--- src/rtl/irq_ctrl8_if.sv ---
// Request/acknowledge bundle between the interrupt front end (slave) and its driver/consumer (master).
interface irq_ctrl8_if;
  logic [7:0] irq_in;
  logic [7:0] mask;
  logic       en;
  logic       irq_ack;
  logic       eoi;
  logic       irq_valid;
  logic [2:0] irq_id;
  logic       busy;
  logic [7:0] pending;
  logic       any_req;

  modport slave (
    input  irq_in, mask, en, irq_ack, eoi,
    output irq_valid, irq_id, busy, pending, any_req
  );

  modport master (
    output irq_in, mask, en, irq_ack, eoi,
    input  irq_valid, irq_id, busy, pending, any_req
  );
endinterface

--- src/rtl/irq_ctrl8.sv ---
// 8-line interrupt front end: sync, pending capture, priority select (bit 7 highest), valid/ack then in-service until eoi.
// Optional macro IRQ_EDGE_EN selects rising-edge capture; default build uses level capture.
module irq_ctrl8 #(
  parameter int SYNC_STAGES = 2
) (
  input  logic        clk,
  input  logic        rst,
  irq_ctrl8_if.slave  bus
);

  generate
    if (SYNC_STAGES < 1 || SYNC_STAGES > 3) begin : g_bad_sync
      $error("irq_ctrl8: SYNC_STAGES must be 1 to 3");
    end
  endgenerate

  typedef enum logic [1:0] {IDLE, REQ, SERVICE} state_t;

  logic [SYNC_STAGES-1:0][7:0] sync_q;
  logic [7:0] s;
  logic [7:0] set_w;
  logic [7:0] clr;
  logic [7:0] elig;
  logic [7:0] pending_q, pending_d;
  logic [2:0] hi_idx;
  logic [2:0] irq_id_q, irq_id_d;
  logic       irq_valid_q, irq_valid_d;
  logic       busy_q, busy_d;
  state_t     state_q, state_d;

  always_ff @(posedge clk or posedge rst) begin
    if (rst) begin
      sync_q <= '0;
    end else begin
      sync_q[0] <= bus.irq_in;
      for (int i = 1; i < SYNC_STAGES; i++) begin
        sync_q[i] <= sync_q[i-1];
      end
    end
  end

  assign s = sync_q[SYNC_STAGES-1];

`ifdef IRQ_EDGE_EN
  logic [7:0] s_prev_q;

  always_ff @(posedge clk or posedge rst) begin
    if (rst) s_prev_q <= '0;
    else     s_prev_q <= s;
  end

  assign set_w = s & ~s_prev_q;
`else
  assign set_w = s;
`endif

  assign elig = pending_q & ~bus.mask;

  always_comb begin
    hi_idx = 3'd0;
    for (int i = 0; i < 8; i++) begin
      if (elig[i]) hi_idx = 3'(i);
    end
  end

  // Set has priority over clear so a request arriving on the ack cycle survives.
  assign pending_d = (pending_q & ~clr) | set_w;

  always_comb begin
    state_d     = state_q;
    irq_valid_d = irq_valid_q;
    irq_id_d    = irq_id_q;
    busy_d      = busy_q;
    clr         = '0;
    case (state_q)
      IDLE: begin
        if (bus.en && (elig != 8'd0)) begin
          state_d     = REQ;
          irq_valid_d = 1'b1;
          irq_id_d    = hi_idx;
        end
      end
      REQ: begin
        if (bus.irq_ack) begin
          clr[irq_id_q] = 1'b1;
          irq_valid_d   = 1'b0;
          busy_d        = 1'b1;
          state_d       = SERVICE;
        end
      end
      SERVICE: begin
        if (bus.eoi) begin
          busy_d  = 1'b0;
          state_d = IDLE;
        end
      end
      default: state_d = IDLE;
    endcase
  end

  always_ff @(posedge clk or posedge rst) begin
    if (rst) begin
      state_q     <= IDLE;
      pending_q   <= '0;
      irq_valid_q <= 1'b0;
      irq_id_q    <= 3'd0;
      busy_q      <= 1'b0;
    end else begin
      state_q     <= state_d;
      pending_q   <= pending_d;
      irq_valid_q <= irq_valid_d;
      irq_id_q    <= irq_id_d;
      busy_q      <= busy_d;
    end
  end

  assign bus.irq_valid = irq_valid_q;
  assign bus.irq_id    = irq_id_q;
  assign bus.busy      = busy_q;
  assign bus.pending   = pending_q;
  assign bus.any_req   = (|elig) & bus.en;

endmodule
--- src/flat_wrapper.sv ---
// flat-port wrapper written by rule: the top's interface ports become plain ports
module irq_ctrl8_flat 
#(
  parameter int SYNC_STAGES = 2
)
  (clk, rst, bus_irq_in, bus_mask, bus_en, bus_irq_ack, bus_eoi, bus_irq_valid, bus_irq_id, bus_busy, bus_pending, bus_any_req);
  irq_ctrl8_if bus_i ();
  input  logic clk;
  input  logic rst;
  input wire logic [$bits(bus_i.irq_in)-1:0] bus_irq_in;
  input wire logic [$bits(bus_i.mask)-1:0] bus_mask;
  input wire logic [$bits(bus_i.en)-1:0] bus_en;
  input wire logic [$bits(bus_i.irq_ack)-1:0] bus_irq_ack;
  input wire logic [$bits(bus_i.eoi)-1:0] bus_eoi;
  output wire logic [$bits(bus_i.irq_valid)-1:0] bus_irq_valid;
  output wire logic [$bits(bus_i.irq_id)-1:0] bus_irq_id;
  output wire logic [$bits(bus_i.busy)-1:0] bus_busy;
  output wire logic [$bits(bus_i.pending)-1:0] bus_pending;
  output wire logic [$bits(bus_i.any_req)-1:0] bus_any_req;
  assign bus_i.irq_in = bus_irq_in;
  assign bus_i.mask = bus_mask;
  assign bus_i.en = bus_en;
  assign bus_i.irq_ack = bus_irq_ack;
  assign bus_i.eoi = bus_eoi;
  assign bus_irq_valid = bus_i.irq_valid;
  assign bus_irq_id = bus_i.irq_id;
  assign bus_busy = bus_i.busy;
  assign bus_pending = bus_i.pending;
  assign bus_any_req = bus_i.any_req;
  irq_ctrl8 #(.SYNC_STAGES(SYNC_STAGES)) u_core (.clk(clk), .rst(rst), .bus(bus_i));
endmodule
--- config.mk ---
export PLATFORM = sky130hd
export DESIGN_NAME = irq_ctrl8_flat
export DESIGN_NICKNAME = d
export VERILOG_FILES = /design/src/rtl/irq_ctrl8_if.sv /design/src/rtl/irq_ctrl8.sv /design/src/flat_wrapper.sv
export SDC_FILE = /design/constraint.sdc
export NUM_CORES = 1
export LEC_CHECK = 0
export CAP_MARGIN = 20
export CORE_MARGIN = 2
export CORE_UTILIZATION = 41
export CTS_CLUSTER_DIAMETER = 120
export DETAILED_ROUTE_END_ITERATION = 16
export GPL_ROUTABILITY_DRIVEN = 0
export PLACE_DENSITY_LB_ADDON = 0.05
export SYNTH_ARGS = -nofsm -noshare
export SYNTH_HDL_FRONTEND = slang
export SYNTH_SLANG_ARGS = --single-unit
--- constraint.sdc ---
create_clock -name clk -period 1.5 [get_ports clk]
set_clock_uncertainty 0.15 [all_clocks]
set_input_delay 0.225 -clock clk [delete_from_list [all_inputs] [get_ports clk]]
set_output_delay 0.225 -clock clk [all_outputs]
set_load 0.1 [all_outputs]
Word-level counts from Yosys, hierarchy flattened. Index checks and enable logic that the tools add are counted.

Bits in registers: 31. Input port bits: 21. Output and inout port bits: 14. Logic and storage cells: 52.

Order comparisons: 2. Bitwise operators: 6. Eq/ne operators: 5. Reduce and logical (&&, ||, !) cells: 11. Mux-type cells: 21.

Operators by type and width (count): 8-bit AND (2); 8-bit two-way mux (2); 8-bit NOT (2); 3-bit two-way mux (4); 2-bit two-way mux (5); 3-bit AND reduction (3); 8-bit bitwise OR (1); 8-bit nonzero test (1); 8-bit OR reduction (1); 1-bit two-way mux (6); 2-bit one-hot mux with 3 select lines (1); 3-bit by 4-bit less-than comparator with 1-bit output (second input constant) (1); 2-bit inequality test (second input constant) (2); 1-bit one-hot mux with 2 select lines (2); 2-bit nonzero test (2); 1-bit demux with 3-bit select (1); 3-bit by 1-bit greater-or-equal comparator with 1-bit output (second input constant) (1); 2-bit by 1-bit == test with 1-bit output (second input constant) (1); 2-bit == test (second input constant) (1); 1-bit logical AND (2); 2-bit zero test (1); 2-bit by 1-bit inequality test with 1-bit output (second input constant) (1); 2-bit AND reduction (1); 1-bit AND (1).

Depth between registers and ports, before layout.
Depth in word-level cells: 9. Depth in mapped cells: 4. Depth with buffers taken out: 4.

Worst setup path after synthesis. OpenSTA, ideal clock, no wires.

Path type: reg-to-output. Start: reg u_core.pending_q[3], in the netlist u_core.bus.pending[3]. End: out bus_any_req. Slack: -1.075 ns. Path buffers: 0. Cell stages (with the launch flop): 4. Required time: 1.125 ns. Arrival time: 2.200 ns. Cell sequence: dfrtp_1 > inv_1 > o21ai_1 > o31a_1.

Word-level cells in the longest chain between the ends: 3.

Ends and longest elaborated chain: from (decl) (line irq_ctrl8.sv:24) `logic [7:0] pending_q, pending_d;`; from (signal assigned) (line irq_ctrl8.sv:110) `pending_q <= pending_d;`; 8-bit AND (line irq_ctrl8.sv:57) `assign elig = pending_q & ~bus.mask;`; 8-bit OR reduction (line irq_ctrl8.sv:121) `assign bus.any_req = (|elig) & bus.en;`; 1-bit AND (line irq_ctrl8.sv:121); to (decl) (line flat_wrapper.sv:19) `output wire logic [$bits(bus_i.any_req)-1:0] bus_any_req;`.

Every way passes these cells.

Worst setup path after layout.
Start: reg u_core.pending_q[1], in the netlist u_core.bus.pending[1]. End: out bus_any_req.

The elaborated chain is that of the path after synthesis.

==> impl_metrics.toml <==
[synth]
synth_cells = 89
synth-seq-area-share = 0.6472
syn_nets = 110
ys_ff_latch = 31
synth_top_area_cell = "dfrtp_1"
synthTopCellsByArea = "dfrtp_1, mux2_4, nand2b_4, a21o_1, nand2b_1"
yosys_warnings = 0
syn_avg_cell_area_um2 = 13.47
netlist_area_mm2 = 0.001199
yosys.area.top_type_share = 0.6472
ys_types = 27

[critical_path]
critPathMaxFanout = 2
crit_type = "reg2out"
startpoint_type = "flop"
r2r_cells = 4
worst_r2r_startpoint = "u_core.bus.pending[1]"
cp-startpoint = "u_core.bus.pending[1]"
r2r_slack_ns = -0.31
cp_data_required_time_ns = 1.12
cp.arrival_ns = 1.55
cp-end-kind = "primary output"

[timing]
max_slew_margin = 0.7468
grt_setup_unrepaired = "yes"
finalCritPeriodShare = 1.284
drv_slew = 0
layout_min_cycle_time_ns = 1.926
fin_setup_tns_ns = -2.033
fmax_mhz = 519.3
final-setup-viol-count = 9
worst_pin_slew_ns = 0.3788
hold_violations = 0
postLayoutSetupSlackWorst_ns = -0.4255

[floorplan]
initial_utilization = 0.4347
io_pins = 35
die_area_mm2 = 0.003372
die_h_um = 58.07
num_rows = 19
core_area_mm2 = 0.002758
die-width_um = 58.07

[min_path]
hold_class = "in2async"

[final_layout]
syn_to_final_growth_pct = 76.83
seqCellArea_um2 = 807.0
final_cell_area_mm2 = 0.002120
multi_input_area_um2 = 454.2
n_fill_cell = 167
layout-drive-gt1-share = 0.4936
num-nets-final = 176
n_antenna_cell = 0

[placement]
hpwl_um = 1902
port_buffers = 34
dpl_cell_area_mm2 = 0.001914

[global_routing]
antenna_found_initial = 0
grt_pass1_vias = 977
overflow = 0
grt_pass1_wl_um = 4395
grt_usage = 0.1822
grt_start_max_net_pins = 32

[detailed_routing]
avgRoutedWirePerCell_um = 13.98
viasPerCell = 5.011
drc = 0
vias = 937
wirelength_um = 2615
dr.pass1.iters = 2
ant_nets = 0
dr.first_iter.drc_count = 20

[clock_tree]
htreeDepth = 2
clk_latency_ns = 0.33
clock_path_buffers = 2
cts_root_buf = "clkbuf_4"
cts_buffers = 5
postCtsHoldBufs = 0
cts_tree = "built"
clkSinkCount = 31
clk_pin_slew_ns = 0.10

[power_and_ir_drop]
powerDensity_mw_per_mm2 = 1544
ir_drop_uv = 1652
p_leak_nw = 0.9606

[run_status]
violations = "negative setup slack"
status = "complete, but fails checks"

[job]
maxCapViolations = 0
path summary, 6_finish.rpt:
check	endpoint
min in group clk	u_core.sync_q[6]
worst min-delay path	u_core.bus.pending[1]
max in group asynchronous	u_core.bus.irq_id[0]
worst max register to register	u_core.bus.irq_id[2]
worst min register to register	u_core.s[2]
worst max-delay path	bus_any_req
metal layers:
metal  wire length (µm)  share of wire  vias up  track usage
met4                 57          0.022        0      0.08970
met3                130          0.050        7      0.07366
met2               1466           0.56       26       0.3052
met1                961           0.37      470       0.2000
met5                  0              0        -            0
li1                   -              -      434            -
registers in the layout, summed over array words and instances, names as in the netlist:
signal / flops
u_core.bus.pending: 8
u_core.s: 8
u_core.sync_q: 8
u_core.bus.irq_id: 3
u_core.state_q: 2
u_core.bus.busy: 1
u_core.bus.irq_valid: 1
synth_stat cells:
cell and number:
o21ai_1 1, dfrtp_1 31, nor2_1 4, nand4b_1 1
or3b_1 1, nand4_4 1, mux2_4 3, clkbuf_1 1
o21bai_1 1, nand2b_4 3, a21oi_1 1, o311ai_4 1
nand2_1 8, o31a_1 1, a31o_2 1, a21o_1 5
nor3b_1 1, a32oi_1 1, nand3b_1 3, nand2b_1 5
nand3_1 1, o21ai_0 4, o211ai_1 1, o31ai_1 1
inv_1 6, nand2b_2 1, a22o_1 1
cell usage in the layout (no fill, tap or decap), types with 3 or more instances in the layout:
| master | count |
|---|---|
| nor2_1 | 3 |
| nand2b_1 | 4 |
| dfrtp_4 | 7 |
| clkbuf_4 | 5 |
| mux2_4 | 3 |
| nand2b_4 | 5 |
| clkdlybuf4s50_1 | 20 |
| dfrtp_1 | 20 |
| o21ai_0 | 3 |
| inv_1 | 6 |
| buf_6 | 6 |
| nand3b_1 | 3 |
| a21o_1 | 5 |
| nand2_1 | 8 |
| dfrtp_2 | 4 |
| buf_4 | 19 |
| buf_12 | 15 |
worst max-delay path: stages (launching register included):
cell and delay, ns:
dfrtp_2 0.43, a22o_4 0.26, o31a_4 0.36, buf_12 0.17
repair_timing:
action,CTS,global route
pin swaps,2,4
gates resized for setup,10,5
endpoints found under the setup margin,13,17
setup buffers,3,5
endpoints found under the hold margin,0,0
final cells by class:
cell class                      count  area share
Sequential cell                    31      0.3808
Timing Repair Buffer               60      0.3353
Multi-Input combinational cell     51      0.2143
Clock buffer                        6     0.02420
Tap cell                           31     0.01830
Clock inverter                      2     0.01653
Inverter                            6     0.01063
through the flow:
stage / std cells / total power, mW / utilization / hold WS, ns / worst slack [ns]
after floorplan: 89 / 1.945 / - / 0.1064 / -0.3727
after global placement: 172 / 2.495 / 0.6942 / 0.1829 / -0.4528
after detailed placement: 172 / 2.531 / 0.6942 / 0.1847 / -0.5046
after CTS: 183 / 3.246 / 0.7505 / 0.08075 / -0.4407
after global routing: 187 / 3.429 / 0.7686 / 0.09483 / -0.4770
final: 187 / 3.274 / 0.7686 / 0.08043 / -0.4255
where the power goes:
group          switching (mW)  internal (mW)
registers               0.156          0.978
clock network           0.279          0.394
logic                   0.829          0.638
kinds of logic after synthesis:
group / after synthesis / share of synthesized area
AND/OR/NAND/NOR: 29 / 0.1670
flip-flops: 31 / 0.6472
multiplexers: 3 / 0.03758
AO/OA/AOI/OAI: 19 / 0.1263
buffers and inverters: 7 / 0.02192
Power figures use the tool's default switching activity.
